File: config.mk
export PLATFORM = sky130hd
export DESIGN_NAME = fft_input_loader
export DESIGN_NICKNAME = d
export VERILOG_FILES = /design/src/rtl/fft_input_loader.sv
export SDC_FILE = /design/constraint.sdc
export NUM_CORES = 1
export LEC_CHECK = 0
export CAP_MARGIN = 20
export CORE_AREA = 4 4 127 99
export DETAILED_ROUTE_END_ITERATION = 12
export DIE_AREA = 0 0 131 103
export PLACE_DENSITY = 0.78
export SYNTH_ARGS = -nofsm -noshare
export SYNTH_HDL_FRONTEND = slang
export SYNTH_SLANG_ARGS = --single-unit
File: constraint.sdc
create_clock -name clk -period 2.4 [get_ports clk]
set_input_delay 0.48 -clock clk [delete_from_list [all_inputs] [get_ports clk]]
set_output_delay 0.48 -clock clk [all_outputs]
set_load 0.05 [all_outputs]
File: src/rtl/fft_input_loader.sv
// Serial-to-parallel loader for an 8-point radix-2 FFT: collects eight samples
// and presents them in bit-reversed order to the first butterfly stage.
module fft_input_loader #(
    parameter int unsigned N = 4
) (
    input  logic              clk,
    input  logic              rst,
    input  logic              in_valid,
    input  logic              in_first,
    input  logic [2**N-1:0]   in_data,
    output logic              in_ready,
    output logic              out_valid,
    input  logic              out_ready,
    output logic [2**N-1:0]   x0,
    output logic [2**N-1:0]   x1,
    output logic [2**N-1:0]   x2,
    output logic [2**N-1:0]   x3,
    output logic [2**N-1:0]   x4,
    output logic [2**N-1:0]   x5,
    output logic [2**N-1:0]   x6,
    output logic [2**N-1:0]   x7,
    output logic              frame_err
);

    localparam int unsigned W = 2**N;

    typedef enum logic [0:0] {StFill, StFull} state_e;

    state_e         state;
    logic [2:0]     cnt;
    logic [W-1:0]   slot [8];

    function automatic logic [2:0] bitrev3(input logic [2:0] c);
        return {c[0], c[1], c[2]};
    endfunction

    // In FULL the next sample can only enter while the current frame leaves.
    assign in_ready = (state == StFill) | out_ready;

    always_ff @(posedge clk or negedge rst) begin
        if (!rst) begin
            state     <= StFill;
            cnt       <= 3'd0;
            out_valid <= 1'b0;
            frame_err <= 1'b0;
            for (int i = 0; i < 8; i++) begin
                slot[i] <= '0;
            end
        end else begin
            frame_err <= 1'b0;
            unique case (state)
                StFill: begin
                    if (in_valid) begin
                        if (in_first && cnt != 3'd0) begin
                            // Resync: restart the frame at this word, stale slots stay hidden.
                            slot[0]   <= in_data;
                            cnt       <= 3'd1;
                            frame_err <= 1'b1;
                        end else begin
                            slot[bitrev3(cnt)] <= in_data;
                            cnt                <= cnt + 3'd1;
                            if (cnt == 3'd7) begin
                                state     <= StFull;
                                out_valid <= 1'b1;
                            end
                        end
                    end
                end
                StFull: begin
                    if (out_ready) begin
                        state     <= StFill;
                        out_valid <= 1'b0;
                        if (in_valid) begin
                            slot[0] <= in_data;
                            cnt     <= 3'd1;
                        end else begin
                            cnt     <= 3'd0;
                        end
                    end
                end
                default: state <= StFill;
            endcase
        end
    end

    assign x0 = slot[0];
    assign x1 = slot[1];
    assign x2 = slot[2];
    assign x3 = slot[3];
    assign x4 = slot[4];
    assign x5 = slot[5];
    assign x6 = slot[6];
    assign x7 = slot[7];

endmodule
==> load_flow_metrics.sql <==
INSERT INTO impl_metrics (metric_group, metric, value, unit) VALUES
('routing', 'dr.first_iter.drc_count', '184', ''),
('sta', 'final.min_clock_period', '2110', 'ps'),
('routing', 'drt.antenna.violating_nets', '0', ''),
('synth', 'synth_largest_type_area_fraction', '64.1', '%'),
('global_routing', 'grt_util_all_layers', '20.7', '%'),
('synth', 'postSynthRegisterBits', '134', ''),
('cells_and_area', 'multiInputGateArea', '1790', 'um2'),
('cts', 'cts-root-to-sink-buffers', '2', ''),
('placed_design', 'io_buffers', '151', ''),
('setup_path', 'slowest_cell_delay_on_critical_path', '830', 'ps'),
('cts', 'cts_resized', '0', ''),
('setup_path', 'path_buf_inv', '1', ''),
('synth', 'postSynth.topFlopCell', 'sky130_fd_sc_hd__dfrtp_1', ''),
('routing', 'detailroute.via_count', '3277', ''),
('min_path', 'worstHoldPathType', 'in2async', ''),
('floorplan', 'core-area', '11400', 'um2'),
('cts', 'clock_tree.root_cell', 'sky130_fd_sc_hd__clkbuf_16', ''),
('setup_path', 'worst-setup-path-type', 'reg2out', ''),
('global_routing', 'grt_antenna_before_repair', '0', ''),
('cts', 'postCtsSetupBuffers', '0', ''),
('routing', 'wl_per_cell', '20.7', 'um'),
('setup_path', 'critical_path_arrival', '1630', 'ps'),
('floorplan', 'die_height', '103', 'um'),
('cells_and_area', 'post-route-cell-area', '7660', 'um2'),
('sta', 'maxSlewHeadroom', '60.9', '%'),
('cells_and_area', 'filler_cell_count', '792', ''),
('cells_and_area', 'layout_stage_area_growth_over_the_synthesis_result', '46.4', '%'),
('sta', 'setup_viol_count_final', '0', ''),
('routing', 'drt_wl_total', '13300', 'um'),
('setup_path', 'crit_path_max_fanout', '2', ''),
('setup_path', 'worst_r2r_path_depth', '6', ''),
('global_routing', 'number_of_global_route_vias_before_repair', '3586', ''),
('cells_and_area', 'diodes', '0', ''),
('placed_design', 'placed_cell_area', '7010', 'um2'),
('synth', 'synthesis.area', '5230', 'um2'),
('synth', 'syn_inst', '313', ''),
('status', 'run_status', 'finished clean', ''),
('floorplan', 'die_x_extent', '131', 'um'),
('setup_path', 'crit_required', '1920', 'ps'),
('sta', 'unrepaired_setup_endpoints_after_global_routing', 'false', ''),
('cts', 'cts_buffers', '17', ''),
('routing', 'remaining_drc_errors', '0', ''),
('sta', 'final-hold-violation-count', '0', ''),
('sta', 'worst_slew_pin_slew', '586', 'ps'),
('synth', 'syn-mean-instance-area', '16.7', 'um2'),
('cts', 'htree_num_levels', '4', ''),
('setup_path', 'r2r-start', 'cnt[0]', ''),
('cells_and_area', 'final_core_utilization', '67.4', '%'),
('job', 'cap_viol_max_count', '0', ''),
('setup_path', 'timing.critical_path.to_type', 'output port', ''),
('global_routing', 'largest_net_degree_at_the_start_of_global_routing', '48', ''),
('sta', 'slew_viol_final', '0', ''),
('synth', 'synth-seq-area-share', '64.1', '%'),
('cts', 'tritoncts', 'built', ''),
('sta', 'timing.setup.tns', '0', 'ps'),
('cells_and_area', 'post_route_cells_drive_above_1_share', '37.7', '%'),
('cts', 'clock_sinks', '134', ''),
('placed_design', 'place_congestion', '0.892', ''),
('synth', 'synth_cell_types', '28', ''),
('sta', 'fmax', '474', 'MHz'),
('floorplan', 'design.die.area', '13500', 'um2'),
('setup_path', 'reg2reg_slack', '330', 'ps'),
('synth', 'async_flop_share', '100', '%'),
('routing', 'drt_pass1_iterations', '4', ''),
('cells_and_area', 'finalNetCount', '514', ''),
('setup_path', 'worst_r2r_endpoint', 'x7[8]', ''),
('setup_path', 'cell_by_cell_listing_of_the_critical_path', 'clkdlybuf4s50_1', ''),
('sta', 'final_setup_skew', '14.0', 'ps'),
('synth', 'yosysWarningCount', '0', ''),
('synth', 'synth_largest_area_cell', 'sky130_fd_sc_hd__dfrtp_1', ''),
('cts', 'clk_pin_slew_worst_paths', '70', 'ps');
-- worst max path at each step --
stage | start | to | cells past startpoint
4_1_cts | x1[14] | x1[14] | 1
5_1_grt | cnt[0] | x7[5] | 6
2_1_floorplan | cnt[0] | x0[0] | 6
3_5_place_dp | in_valid | x2[13] | 4
3_3_place_gp | in_valid | x2[0] | 4
6_report | x3[5] | x3[5] | 1
-- metal layers --
layer / global-route usage, % / vias up / part of all wire, %
met1: 27.7 / 1711 / 44
met2: 32.3 / 91 / 48
li1: - / 1467 / -
met3: 7.66 / 8 / 6.9
met5: 0 / - / 0
met4: 5.06 / 0 / 0.67
-- placed cells by master (no fill, tap or decap), drive strengths merged, types with 4 or more instances in the layout --
cell type,synthesis,final
ha,6,6
nand2,4,4
inv,6,7
buf,9,16
clkdlybuf4s50,0,149
clkinv,0,4
dfrtp,134,134
mux2,128,128
clkbuf,1,19
bufinv,0,5
-- cell type report --
class / count / area share (%)
Clock buffer: 19 / 5.79
Clock inverter: 12 / 2.63
Inverter: 6 / 0.294
Multi-Input combinational cell: 163 / 23.4
Sequential cell: 134 / 43.8
Tap cell: 144 / 2.35
Timing Repair Buffer: 165 / 21.7
-- flip-flops by register name, summed over array words and instances, names as in the netlist --
signal	flops
cnt	3
frame_err	1
out_valid	1
state	1
x0	16
x1	16
x2	16
x3	16
x4	16
x5	16
x6	16
x7	16
-- through the flow --
step	worst slack [ps]	cells
finish	290	643
global route	227	643
CTS	276	643
detailed placement	48.5	612
global placement	117	612
floorplan	439	313
-- cell families (layout without fill, tap and decap cells) --
kind of cell | count (synthesis) | in the layout | share of synthesized area [%]
DFF | 134 | 134 | 64.1
muxes | 129 | 129 | 27.8
and+or+nand+nor | 17 | 17 | 2.77
buffers and inverters | 16 | 202 | 1.77
AOI/OAI and AO/OA | 11 | 11 | 2.15
adders and majority gates | 6 | 6 | 1.44
Power is left out: the tool's default activity adds up to more than one toggle a clock period on the data nets, which glitch-free logic cannot reach.
==> RTL change 1, RTL diff (same flow settings) <==
Change the parameter `N` from 4 to 3.
--- a/src/rtl/fft_input_loader.sv
+++ b/src/rtl/fft_input_loader.sv
@@ -3,3 +3,3 @@
 module fft_input_loader #(
-    parameter int unsigned N = 4
+    parameter int unsigned N = 3
 ) (
Interface: changed (9 resized); port bits go from 152 to 80. The function was not compared with the original's and may differ.
==> RTL change 1 against the original RTL <==
Fmax rose by 4.2%. Worst setup slack improved by 85 ps. Clock skew decreased by 6.9 ps. Sequential cell count decreased by 64. Routed wire length decreased by 43%. Global-route usage decreased by 8.7 points. Area after synthesis down 46%. Cell area is 46% lower. Utilization fell by 31 points. Critical path type is now in -> out. Largest cell class unchanged. Highest routed layer unchanged.
Power is not shown: default switching activity piles up to over one toggle a cycle in this logic, so the estimate is an artifact.
==> RTL change 1: results (changes against the original RTL) <==
* Layout Nets at 293 (-43%)
* Kind of cell adding the most delay to the critical path: buffers and inverters
* Syn nets at 196 (-42%)
* Main area contributors after synthesis: dfrtp_1 62%, mux2_2 25%, ha_1 2.6%, a211oi_4 1.4%, o311ai_4 0.93%
* Share of cells above drive strength 1 at 0.3584 (-0.01833)
* Worst R2R End: x0[2]
* Critical path data arrival time at 1550 ps (-80 ps)
* Max FO, Critical Path at 4 (+2)
* Flop-to-flop setup slack at 380 ps (+50 ps)
* Worst min-delay path class: in -> async
* Critical Path Slowest Stage Cell: clkdlybuf4s50_1
* Max-slew headroom at 0.5877 (-0.02170)
* Register area share after synthesis at 0.6170 (-0.02414)
* Mapped Cells at 177 (-43%)
* Vias in the first global route at 2006 (-44%)
* Router iterations before antenna repair at 4 (unchanged)
* Gr usage total at 0.1198 (-0.08698)
* R2R Path Start: cnt[0]
* Ys Warns at 0 (unchanged)
* Largest net degree at the start of global routing at 47 (-2.1%)
* Status: finished clean
* Worst-Skew Late Latency at 330 ps (-80 ps)
* Top post-synthesis cells by count: 70 x dfrtp_1, 63 x mux2_2, 6 x ha_1, 6 x inv_1, 3 x nand2_2
* Synth unique cells at 27 (-3.6%)
* Clock Skew at 7.057 ps (-6.910 ps)
* Port bufs at 79 (-48%)
* Reg2reg path depth at 5 (-1)
* Final wirelength at 7.612 mm (-43%)
* Fillers at 1071 (+35%)
* Num CTS Buffers at 9 (-8)
* First-pass GRT wire length at 11.63 mm (-44%)
* Worst hold slack at 142.7 ps (+69.37 ps)
* Post-CTS sizing at 0 (unchanged)
* H-tree depth at 3 (-1)
* RePlAce Congestion at 0.7204 (-19%)
* Via/cell ratio at 4.307 (-15%)
* HPWL Detailed at 5.401 mm (-42%)
* Drt initial violations at 42 (-77%)
* Delay of the slowest critical-path stage at 450 ps (-380 ps)
## RTL change 1: cell count changes in the layout (fill, tap and decap cells not counted), moves of 2 or more
cell and delta:
buf_12 -3, buf_4 -3, bufinv_16 -4, clkbuf_16 -8, clkdlybuf4s50_1 -72, clkinv_4 -2
dfrtp_1 -64, mux2_2 -65, nand4_2 +2, nand4_4 -2
## RTL change 1: stage by stage
step                      cell area, sq um  worst slack [ps]  cells
final                                 4164             374.2    423
after global routing                  4164             266.4    423
after CTS                             4164             351.9    423
after detailed placement              3872             95.03    407
after global placement                3872             152.1    407
after floorplan                       2839             603.1    177
## RTL change 1: logic make-up after synthesis
logic type | Yosys count | synth area share
flops | 70 | 0.6170
mux | 65 | 0.2574
simple gates | 17 | 0.04451
compound gates | 11 | 0.04320
buf+inv | 8 | 0.01145
fa+ha+maj | 6 | 0.02644
## RTL change 1: worst register-to-register path, cell delays in order, from the launching register on
cell	delay, ps
dfrtp_1	430
inv_1	100
ha_1	260
nor2b_1	170
o311ai_4	540
mux2_2	420
## RTL change 1: how the worst max path moves through the flow
stage	from	to	slack [ps]	cells past startpoint
floorplan	cnt[0]	x7[0]	600	5
global placement	in_valid	x5[5]	150	4
detailed placement	in_valid	x4[7]	100	4
CTS	cnt[0]	x0[2]	350	5
global route	cnt[0]	x0[4]	270	5
finish	out_ready	in_ready	370	4
## RTL change 1: cell type report
class | instances | area [sq um] | area share
sequential | 70 | 1752 | 0.4207
clock inverter | 5 | 58.81 | 0.01412
timing repair buffer | 88 | 863.3 | 0.2073
clock buffer | 11 | 232.7 | 0.05589
multi-input combinational | 99 | 1055 | 0.2533
inverter | 6 | 22.52 | 0.005409
tap | 144 | 180.2 | 0.04327
## RTL change 1: metal layers
layer  part of all wire  vias to the layer above  GRT usage
li1                   -                      830          -
met1               0.45                      921     0.1501
met2               0.45                       61     0.1790
met3              0.086                       10    0.06473
met4              0.012                        0    0.03557
met5                  0                        -          0
==> RTL change 2, RTL diff (same settings) <==
Without the edit above. Register the output `frame_err` once more; this adds one clock of latency there. The other outputs are not delayed to match.
--- a/src/rtl/fft_input_loader.sv
+++ b/src/rtl/fft_input_loader.sv
@@ -28,2 +28,4 @@
 
+    logic frame_err_s0;
+
     state_e         state;
@@ -44,3 +46,3 @@
             out_valid <= 1'b0;
-            frame_err <= 1'b0;
+            frame_err_s0 <= 1'b0;
             for (int i = 0; i < 8; i++) begin
@@ -49,3 +51,3 @@
         end else begin
-            frame_err <= 1'b0;
+            frame_err_s0 <= 1'b0;
             unique case (state)
@@ -57,3 +59,3 @@
                             cnt       <= 3'd1;
-                            frame_err <= 1'b1;
+                            frame_err_s0 <= 1'b1;
                         end else begin
@@ -94,2 +96,6 @@
 
+    always_ff @(posedge clk) begin
+        frame_err <= frame_err_s0;
+    end
+
 endmodule
Function: changed (a bounded check fails within 4 cycles, from zero or initial values and one cycle with rst low).
==> RTL change 2 against the original RTL <==
Final cell count is the same. Area after synthesis grew 0.38%. Routed wire length is essentially flat. Critical path depth is the same. Cell area grew 0.21%. Die area is the same. Via count grew 1.7%. Worst setup slack gained 1.6 ps. Sequential cell count grew 1. Largest cell class unchanged.
Power is left out: the tool's default activity adds up to more than one toggle a clock period on the data nets, which glitch-free logic cannot reach.
==> RTL change 2: results (changes against the original RTL) <==
* First-pass GRT wire length at 20.77 mm (+0.40%)
* Clock-cell share of area at 0.08121 (-0.002951)
* Synth unique cells at 29 (+3.6%)
* Gr usage total at 0.2081 (+0.001270)
* Post-synth ARST share at 0.9926 (-0.007407)
* Vias in the first global route at 3633 (+1.3%)
* Syn nets at 341 (+0.29%)
* Max-slew headroom at 0.6132 (+0.003746)
* Clock Skew at 5.430 ps (-8.537 ps)
* Register area share after synthesis at 0.6425 (+0.001368)
* RePlAce Congestion at 0.8491 (-4.8%)
* Via count at 3332 (+1.7%)
* Mean Syn Cell Area at 16.72 sq um (about the same)
* Worst-Skew Late Latency at 400 ps
* # clk buffers at 23 (+4)
* M1 GR Usage at 0.2684 (-0.008611)
* Largest net degree at the start of global routing at 46 (-4.2%)
* HPWL Detailed at 9.185 mm (-1.5%)
* Signal buf overhead at 0.2189 (+0.001823)
* FF+latch count at 135 (+0.75%)
* Buffers outside the clock class at 164 (-0.61%)
* Delay of the slowest critical-path stage at 850 ps (+20 ps)
* Status: finished clean
* Placed Instance Area at 0.007049 sq mm (+0.54%)
* Met2 Wirelength at 6.406 mm (+0.33%)
* Met3 Use GR at 0.06939 (-0.007250)
* Final Hold Violating Endpoints at 0 (unchanged)
* Seq/total area at 0.4397 (+0.001681)
* Multi-input gate share of total cell area at 0.2339 (-0.0004970)
* Main area contributors after synthesis: dfrtp_1 64%, mux2_2 27%, ha_1 1.4%, nand4_4 0.81%, a211oi_4 0.76%
* Drt initial violations at 125 (-32%)
* Met3 wire length at 839 microns (-8.3%)
* F_max at 0.4742 GHz (about the same)
* R2R Path Start: cnt[0]
* Metal1 wirelength at 5.792 mm (-2.1%)
* Grt met2 use at 0.3272 (+0.004290)
* Post-DR wirelength/cell at 20.68 microns (about the same)
* Share of cells above drive strength 1 at 0.3707 (-0.006012)
* Comb_multi_in at 163 (unchanged)
* Ys flop type: dfrtp_1
* Dpl ws at 54.12 ps (+5.667 ps)
[RTL change 2: changes by cell type in the layout (fill, tap and decap cells not counted), sizes merged]
cell    before  now
clkinv       4    2
buf         16   15
dfxtp        0    1
clkbuf      19   23
bufinv       5    4
inv          7    6
[RTL change 2: cell families (layout without fill, tap and decap cells)]
kind of cell             after synthesis  after routing  synth area share
AO/OA/AOI/OAI                         11             11           0.02145
adder cells (fa/ha/maj)                6              6           0.01430
buffers and inverters                 16            201           0.01763
flip-flops                           135            135            0.6425
multiplexers                         129            129            0.2765
AND/OR/NAND/NOR                       17             17           0.02764
[RTL change 2: final timing paths]
path / end / slack, ps / cells after the start
max in group asynchronous: x3[15] / 1560 / 2
max: x3[5] / 290 / 1
min: x2[5] / 50 / 1
min reg2reg: frame_err / 340 / 0
min in group clk: frame_err / 340 / 0
max reg2reg: x4[6] / 400 / 5
